[src/rtl/cpu_run_checker_pkg.sv]
// Shared definitions for the run-and-verify checker: default widths,
// FSM state encoding and a counter-width helper.
package cpu_run_checker_pkg;

  localparam int DATA_WIDTH_DEF     = 32;
  localparam int RAM_ADDR_WIDTH_DEF = 12;

  // Checker FSM states (2-bit encoding, also exported on the debug port).
  typedef enum logic [1:0] {
    CHK_IDLE = 2'd0,
    CHK_RUN  = 2'd1,
    CHK_SCAN = 2'd2,
    CHK_DONE = 2'd3
  } chk_state_e;

  // Bits needed to hold values 0..max_val (at least 1 bit).
  function automatic int cnt_width(input int max_val);
    return (max_val < 2) ? 1 : $clog2(max_val + 1);
  endfunction

endpackage

[src/rtl/cpu_run_checker_halt_detect.sv]
// Halt detector: the program is halted once pc_i has matched the previous
// cycle's PC for HALT_CYCLES consecutive cycles while enabled.
module chk_halt_detect
  import cpu_run_checker_pkg::*;
#(
  parameter int DATA_WIDTH  = DATA_WIDTH_DEF,
  parameter int HALT_CYCLES = 2
) (
  input  logic                  clk,
  input  logic                  rst,
  input  logic                  clr_i,
  input  logic                  en_i,
  input  logic [DATA_WIDTH-1:0] pc_i,
  output logic                  halt_o
);

  localparam int HC_W = cnt_width(HALT_CYCLES);
  localparam logic [HC_W-1:0] HC_LIM = HC_W'(HALT_CYCLES - 1);

  logic [DATA_WIDTH-1:0] pc_last_q, pc_last_d;
  logic [HC_W-1:0]       stable_cnt_q, stable_cnt_d;
  logic                  pc_eq;

  assign pc_eq  = (pc_i == pc_last_q);
  assign halt_o = en_i && pc_eq && (stable_cnt_q == HC_LIM);

  // Next PC history and stable-run length; cleared when a run is launched.
  always_comb begin
    pc_last_d    = pc_last_q;
    stable_cnt_d = stable_cnt_q;
    if (clr_i) begin
      pc_last_d    = '1;
      stable_cnt_d = '0;
    end else if (en_i) begin
      pc_last_d = pc_i;
      if (!pc_eq) begin
        stable_cnt_d = '0;
      end else if (stable_cnt_q != HC_LIM) begin
        stable_cnt_d = stable_cnt_q + HC_W'(1);
      end
    end
  end

  // PC history registers.
  always_ff @(posedge clk) begin
    if (rst) begin
      pc_last_q    <= '1;
      stable_cnt_q <= '0;
    end else begin
      pc_last_q    <= pc_last_d;
      stable_cnt_q <= stable_cnt_d;
    end
  end

endmodule

[config.mk]
export PLATFORM = sky130hd
export DESIGN_NAME = chk_halt_detect
export DESIGN_NICKNAME = d
export VERILOG_FILES = /design/src/rtl/cpu_run_checker_pkg.sv /design/src/rtl/cpu_run_checker_halt_detect.sv
export SDC_FILE = /design/constraint.sdc
export NUM_CORES = 1
export LEC_CHECK = 0
export ABC_AREA = 1
export CELL_PAD_IN_SITES_DETAIL_PLACEMENT = 0
export CELL_PAD_IN_SITES_GLOBAL_PLACEMENT = 1
export CORE_MARGIN = 3
export CORE_UTILIZATION = 46
export DETAILED_ROUTE_END_ITERATION = 8
export DONT_BUFFER_PORTS = 1
export GPL_TIMING_DRIVEN = 0
export PLACE_DENSITY = 0.81
export SLEW_MARGIN = 20
export SYNTH_ARGS = -nofsm -noshare
export SYNTH_HDL_FRONTEND = slang
export SYNTH_SLANG_ARGS = --single-unit
[constraint.sdc]
create_clock -name clk -period 2.4 [get_ports clk]
set_input_delay 0.48 -clock clk [delete_from_list [all_inputs] [get_ports clk]]
set_output_delay 0.48 -clock clk [all_outputs]
set_load 0.02 [all_outputs]
# --- Yosys cells after proc, flatten, opt, wreduce, memory -nomap -nowiden ---
# Cells that the tools add are included.
totals:
  regBits: 34
  inputBits: 36
  out_inout_bits: 1
classes:
  addsub: 1
  n_eq_ne: 4
  mux: 2
  reduce_logical: 4
op_table:
  columns: ["cell", "n"]
  rows:
  - ["$eq 32x32->1", 1]
  - ["$mux 2", 2]
  - ["$ne 2x1->1 const B", 2]
  - ["$add 2x1->2 const B", 1]
  - ["$eq 2x1->1 const B", 1]
  - ["$logic_and 1x1->1", 2]
  - ["$reduce_and 2->1", 1]
  - ["$reduce_or 2->1", 1]

# --- Depth between registers and ports, before layout ---
# Gate-level depths: netlist of run 1.
depth:
  ltp_word: 3
  depth_mapped: 11

# --- Worst setup path before layout of run 1 ---
# Ideal clock, no wire load.
synth_timing:
  kind: "in2out"
  from: "in pc_i[7]"
  to: "out halt_o"
  arrival_ps: 1343
  path_slack_ps: 577
  cell_stages: 9
  path_buffers: 0
  cell_sequence: "inv_1 nand2_1 nand2_1 nand2_1 nor2_1 nand2_1 nor2_2 nand3_2 nor2_1"
synth_via:
  elab_chain_cells: 3
synth_rtl:
  columns: ["item", "line_no", "rtl"]
  rows:
  - ["from (decl)", "cpu_run_checker_halt_detect.sv:13", "input logic [DATA_WIDTH-1:0] pc_i,"]
  - ["$eq 32x32->1", "cpu_run_checker_halt_detect.sv:24", "assign pc_eq = (pc_i == pc_last_q);"]
  - ["$logic_and 1x1->1 (2 in series)", "cpu_run_checker_halt_detect.sv:25", "assign halt_o = en_i && pc_eq && (stable_cnt_q == HC_LIM);"]
  - ["to (decl)", "cpu_run_checker_halt_detect.sv:14", "output logic halt_o"]
# No other way between the ends.

# --- Worst setup path in the final report of run 1 ---
layout_timing:
  from: "reg pc_last_q[16]"
  to: "out halt_o"
layout_via:
  elab_chain_cells: 3
layout_rtl:
  columns: ["item", "line_no", "rtl"]
  rows:
  - ["from (decl)", "cpu_run_checker_halt_detect.sv:20", "logic [DATA_WIDTH-1:0] pc_last_q, pc_last_d;"]
  - ["from (signal assigned)", "cpu_run_checker_halt_detect.sv:50", "pc_last_q <= pc_last_d;"]
  - ["$eq 32x32->1", "cpu_run_checker_halt_detect.sv:24", null]
  - ["$logic_and 1x1->1 (2 in series)", "cpu_run_checker_halt_detect.sv:25", null]
# No other way between the ends.

==> results of run 1 <==
cells in the mapped netlist, drive strengths merged:
cell      n
clkbuf    4
nand2   109
nand3    25
xnor2    21
o211ai   11
ha        1
a21oi     1
nand4     1
inv      28
buf       6
dfxtp    34
nor2     14
state kept, by name (all words and copies together), names as in the netlist:
register	flops
stable_cnt_q	2
pc_last_q	32
critical path, stage by stage (launching register included):
cell and delay (ns):
dfxtp_1 0.32, xnor2_1 0.14, nand2_1 0.10, nor2_1 0.11, nand2_1 0.07, nor2_2 0.18
nand3_2 0.12, nor2_1 0.34
cells by family (layout without fill, tap and decap cells):
family	count (synthesis)	after routing	synth area share [%]
AOI/OAI and AO/OA	12	12	5.09
DFF	34	34	39.5
and+or+nand+nor	149	149	35.6
adders and majority gates	1	1	0.727
buffers and inverters	38	46	8.36
xor gates and xnor gates	21	21	10.7
final cells by class:
| class | count | area (um^2) |
|---|---|---|
| clock buffer | 7 | 86.3 |
| clock inverter | 1 | 5.00 |
| sequential | 34 | 681 |
| buffer | 10 | 38.8 |
| inverter | 28 | 105 |
| multi-input combinational | 183 | 897 |
| tap | 46 | 57.6 |
| fill | 347 | 1600 |
layer usage:
layer	wire length, um	part of all wire (%)	GRT usage, %	up-vias
li1	-	-	-	798
met2	1580	45	28.3	29
met5	0	0	0	-
met3	238	6.8	6.82	5
met1	1610	46	19.9	605
met4	63	1.8	7.59	0
report_power, final:
part / total (mW) / switching, mW / internal, mW / leakage, nW
logic: 0.137 / 0.0764 / 0.0602 / 0.585
clock network: 0.439 / 0.207 / 0.231 / 0.0482
registers: 0.601 / 0.0132 / 0.588 / 0.279
total: 1.18 / 0.297 / 0.879 / 0.913
final timing paths:
| kind | depth (start not counted) | from | to |
|---|---|---|---|
| setup / recovery | 7 | pc_last_q[16]$_SDFFE_PP1P_ | halt_o |
| hold reg to reg | 2 | pc_last_q[26]$_SDFFE_PP1P_ | pc_last_q[26]$_SDFFE_PP1P_ |
| hold / removal | 2 | pc_i[24] | pc_last_q[24]$_SDFFE_PP1P_ |
| setup reg to reg | 8 | pc_last_q[16]$_SDFFE_PP1P_ | stable_cnt_q[1]$_SDFFE_PP0P_ |
metrics by stage:
| step | std cells | hold slack, ns |
|---|---|---|
| CTS | 309 | 0.309 |
| global route | 309 | 0.308 |
| finish | 309 | 0.316 |
| global placement | 301 | 0.458 |
| floorplan | 255 | 0.449 |
| detailed placement | 301 | 0.463 |
==> results.sh, run 1 <==
export IMPL_status="complete, no violations"
export IMPL_drtAntennaViolNets=0
export IMPL_port_buffer_count=0
export IMPL_synth_top_area_share_pct=39.5
export IMPL_postCtsSetupRepairBufs=0
export IMPL_tightest_slew_ns=0.483
export IMPL_final_cell_mix="nand2_1 (109), dfxtp_1 (34), inv_1 (27)"
export IMPL_critical_path_class="reg2out"
export IMPL_ys_seq_area_share_pct=39.5
export IMPL_dpl_hpwl_mm=2.63
export IMPL_dieHeight_um=67.2
export IMPL_grt_ovfl_total=0
export IMPL_area_delta_synth_final_pct=8.65
export IMPL_fp_row_count=21
export IMPL_yosys_top_cells_area="dfxtp_1 (40%), nand2_1 (24%), xnor2_1 (11%)"
export IMPL_cts_sinks=34
export IMPL_antenna_found_initial=0
export IMPL_syn_nets=292
export IMPL_clockBufferDepth=2
export IMPL_vias_per_cell=4.65
export IMPL_synth_seq_cells=34
export IMPL_htreeDepth=2
export IMPL_synth_area_mm2=0.00172
export IMPL_yosysUniqueCellTypes=17
export IMPL_start_util_pct=49.6
export IMPL_grt_pass1_vias=1307
export IMPL_drt_pass1_iter_count=4
export IMPL_fin_skew_ns=0.00773
export IMPL_finalSetupViolCount=0
export IMPL_grt_first_pass_wirelength_mm=5.67
export IMPL_drc=0
export IMPL_hold_viol=0
export IMPL_routed_wl_mm=3.50
export IMPL_dp_slack_ns=0.376
export IMPL_final_util_pct=53.9
export IMPL_maxSlewHeadroom_pct=67.8
export IMPL_hp_class="in2reg"
export IMPL_worst_slack_ns=0.236
export IMPL_cts_buffers=5
export IMPL_slew_violations=0
export IMPL_power_mw=1.18
export IMPL_synth_largest_area_cell="dfxtp_1"
export IMPL_chipWidth_um=67.2
export IMPL_worstPathRequired_ns=1.92
export IMPL_layout_commonest_cell="nand2_1"
export IMPL_ys_warn_count=0
export IMPL_place_area_mm2=0.00178
export IMPL_synthCells=255
export IMPL_cts_tree="done"
export IMPL_rsz0062_at_grt="false"
export IMPL_drt_iter0_drc=48
export IMPL_cp_arrival_ns=1.68
export IMPL_synth_area_per_cell_um2=6.75
export IMPL_wl_per_cell_um=11.3
export IMPL_path_max_fanout=4
export IMPL_fin_area_mm2=0.00187
export IMPL_cp_end_kind="output port"
export IMPL_leakage_nw=0.913
export IMPL_clkTransAtPathRegs_ns=0.07
export IMPL_fin_crit_sh_pct=90.1
export IMPL_fmax_mhz=462
export IMPL_cts_resized=0
export IMPL_period_needed_ns=2.16
export IMPL_clk_latency_ns=0.29
export IMPL_nets=299
export IMPL_antenna_cells=0
export IMPL_hold_buffers=0
export IMPL_ir_drop_mv=0.398
export IMPL_r2r_setup_slack_ns=1.04
export IMPL_ios=37
export IMPL_cap_violations=0
export IMPL_cts_root_buffer="clkbuf_8"
export IMPL_core_mm2=0.00347
export IMPL_setup_tns_ns=0
export IMPL_die_area_mm2=0.00451
export IMPL_drive_above_1_share_pct=5.32
export IMPL_gp_congestion=0.700
export IMPL_grt_usage_pct=17.3
export IMPL_grt_start_max_net_pins=11
export IMPL_routed_via_count=1437
export IMPL_powerDensity_mw_per_mm2=629
export IMPL_setup_worst_path_start_class="flip-flop"
Power figures use the tool's default switching activity.
==> run 2: changes to the inputs <==
CORE_UTILIZATION = 43   (was 46)
PLACE_DENSITY = 0.76   (was 0.81)
clock period = 2.3 ns   (was 2.4 ns; I/O delays follow)
==> results.sh, run 2 (synthesis results as in run 1) <==
export IMPL_hold_buffers=0
export IMPL_hp_class="in2reg"
export IMPL_cts_sinks=34
export IMPL_drc=0
export IMPL_crit_top_cell="nand2_1"
export IMPL_area_delta_synth_final_pct=8.94
export IMPL_cts_buffers=5
export IMPL_port_buffer_count=0
export IMPL_drtAntennaViolNets=0
export IMPL_slowest_stage="dfxtp_1"
export IMPL_p_sw_share_pct=24.8
export IMPL_worst_slack_ns=0.274
export IMPL_fin_skew_ns=0.00351
export IMPL_setup_worst_path_start="pc_last_q[7]$_SDFFE_PP1P_"
export IMPL_worstPathRequired_ns=1.84
export IMPL_clk_latency_ns=0.28
export IMPL_cp_cell_sequence="inv_1 > nand2_1 > nand2_1 > nand2_1 > nor2_1 > nand2_1 > nor2_2 > nand3_2 > nor2_2"
export IMPL_clockPowerShare_pct=37.0
export IMPL_antenna_cells=0
export IMPL_wl_per_cell_um=11.0
export IMPL_layout_commonest_cell="nand2_1"
export IMPL_power_frac_seq_pct=51.4
export IMPL_cts_tree="done"
export IMPL_status="complete, no violations"
export IMPL_cts_resized=0
export IMPL_dp_cells=303
export IMPL_finalSetupViolCount=0
export IMPL_setup_tns_ns=0
export IMPL_top_usage_layer="met2"
export IMPL_dieHeight_um=69.3
export IMPL_p_int_mw=0.918
export IMPL_timing_rr_start="pc_last_q[7]$_SDFFE_PP1P_"
export IMPL_hold_viol=0
export IMPL_cpPeakStageDelay_ns=0.31
export IMPL_start_util_pct=45.7
export IMPL_period_needed_ns=2.03
export IMPL_grt_ovfl_total=0
export IMPL_routed_via_count=1418
export IMPL_setup_worst_path_start_class="flip-flop"
export IMPL_crit_end="halt_o"
export IMPL_powerDensity_mw_per_mm2=650
export IMPL_reg_largest_list="pc_last_q x32, stable_cnt_q x2"
export IMPL_chipWidth_um=69.3
export IMPL_nets=299
export IMPL_rsz0062_at_grt="false"
export IMPL_maxSlewHeadroom_pct=69.0
export IMPL_power_mw=1.22
export IMPL_grt_use_met1_pct=19.8
export IMPL_cap_violations=0
export IMPL_antenna_found_initial=0
export IMPL_clkTransAtPathRegs_ns=0.07
export IMPL_timing_rr_end="stable_cnt_q[1]$_SDFFE_PP0P_"
export IMPL_cp_arrival_ns=1.57
export IMPL_path_max_fanout=4
export IMPL_cp_end_kind="output port"
export IMPL_htreeDepth=2
export IMPL_grt_first_pass_wirelength_mm=6.26
export IMPL_die_area_mm2=0.00480
export IMPL_largest_reg_flops=32
export IMPL_fin_crit_sh_pct=88.1
export IMPL_p_comb_share_pct=11.6
export IMPL_ir_drop_mv=0.369
export IMPL_postCtsSetupRepairBufs=0
export IMPL_fill_cells=397
export IMPL_core_mm2=0.00377
export IMPL_use_met3_pct=6.23
export IMPL_slew_violations=0
export IMPL_reg2reg_depth=10
export IMPL_layout_cells_non_filler=311
export IMPL_cts_root_buffer="clkbuf_8"
export IMPL_final_util_pct=49.7
export IMPL_dp_slack_ns=0.313
export IMPL_grt_pass1_vias=1404
export IMPL_fmax_mhz=494
export IMPL_gp_congestion=0.721
export IMPL_clockBufferDepth=2
export IMPL_ios=37
export IMPL_vias_per_cell=4.56
export IMPL_grt_usage_pct=16.0
export IMPL_grt_use_met2_pct=25.5
export IMPL_leakage_nw=0.913
export IMPL_path_buf_inv=1
export IMPL_tightest_slew_ns=0.465
export IMPL_grt_start_max_net_pins=11
export IMPL_fp_row_count=22
export IMPL_drt_pass1_iter_count=4
export IMPL_final_cell_mix="nand2_1 (109), dfxtp_1 (34), inv_1 (27)"
export IMPL_critical_path_class="reg2out"
export IMPL_top_register="pc_last_q"
export IMPL_switching_power_mw=0.302
export IMPL_cp_top_family="simple AND/OR/NAND/NOR gates"
export IMPL_drt_iter0_drc=64
export IMPL_routed_wl_mm=3.43
export IMPL_cp_depth=9
export IMPL_r2r_setup_slack_ns=0.96
export IMPL_drive_above_1_share_pct=5.70
export IMPL_dpl_hpwl_mm=2.63
==> run 2: how the worst min path moves through the flow <==
stage                                          start                         end  slack, ns  depth (start not counted)
after floorplan           pc_last_q[13]$_SDFFE_PP1P_  pc_last_q[13]$_SDFFE_PP1P_       0.45                          2
after global placement    pc_last_q[15]$_SDFFE_PP1P_  pc_last_q[15]$_SDFFE_PP1P_       0.46                          2
after detailed placement  pc_last_q[26]$_SDFFE_PP1P_  pc_last_q[26]$_SDFFE_PP1P_       0.46                          2
after CTS                                   pc_i[13]  pc_last_q[13]$_SDFFE_PP1P_       0.29                          2
after global routing                         pc_i[4]   pc_last_q[4]$_SDFFE_PP1P_       0.29                          2
final                                       pc_i[13]  pc_last_q[13]$_SDFFE_PP1P_       0.30                          2
==> run 2: power by group through the flow <==
stage                     logic [mW]  registers, mW  clock network [mW]
after global routing           0.170          0.630               0.490
after detailed placement       0.145          0.641                   0
after global placement         0.145          0.640                   0
after CTS                      0.145          0.627               0.465
after floorplan                0.119          0.638                   0
final                          0.141          0.627               0.451
==> run 2: per-stage QoR <==
step	hold slack (ns)	area [um^2]
2_1_floorplan	0.449	1720
3_3_place_gp	0.458	1780
3_5_place_dp	0.463	1780
4_1_cts	0.289	1870
5_1_grt	0.292	1880
6_report	0.295	1880
==> run 2: per-layer routing <==
| metal | vias to the layer above | wire [um] |
|---|---|---|
| met3 | 4 | 227 |
| met1 | 592 | 1590 |
| met4 | 0 | 37 |
| li1 | 793 | - |
| met5 | - | 0 |
| met2 | 29 | 1580 |
==> run 2: cell type report <==
type,count,area [um^2],area share (%)
Buffer,10,38.8,2.07
Clock buffer,7,86.3,4.60
Clock inverter,1,5.00,0.267
Inverter,28,105,5.60
Multi-Input combinational cell,183,900,48.0
Sequential cell,34,681,36.3
Tap cell,48,60.1,3.20
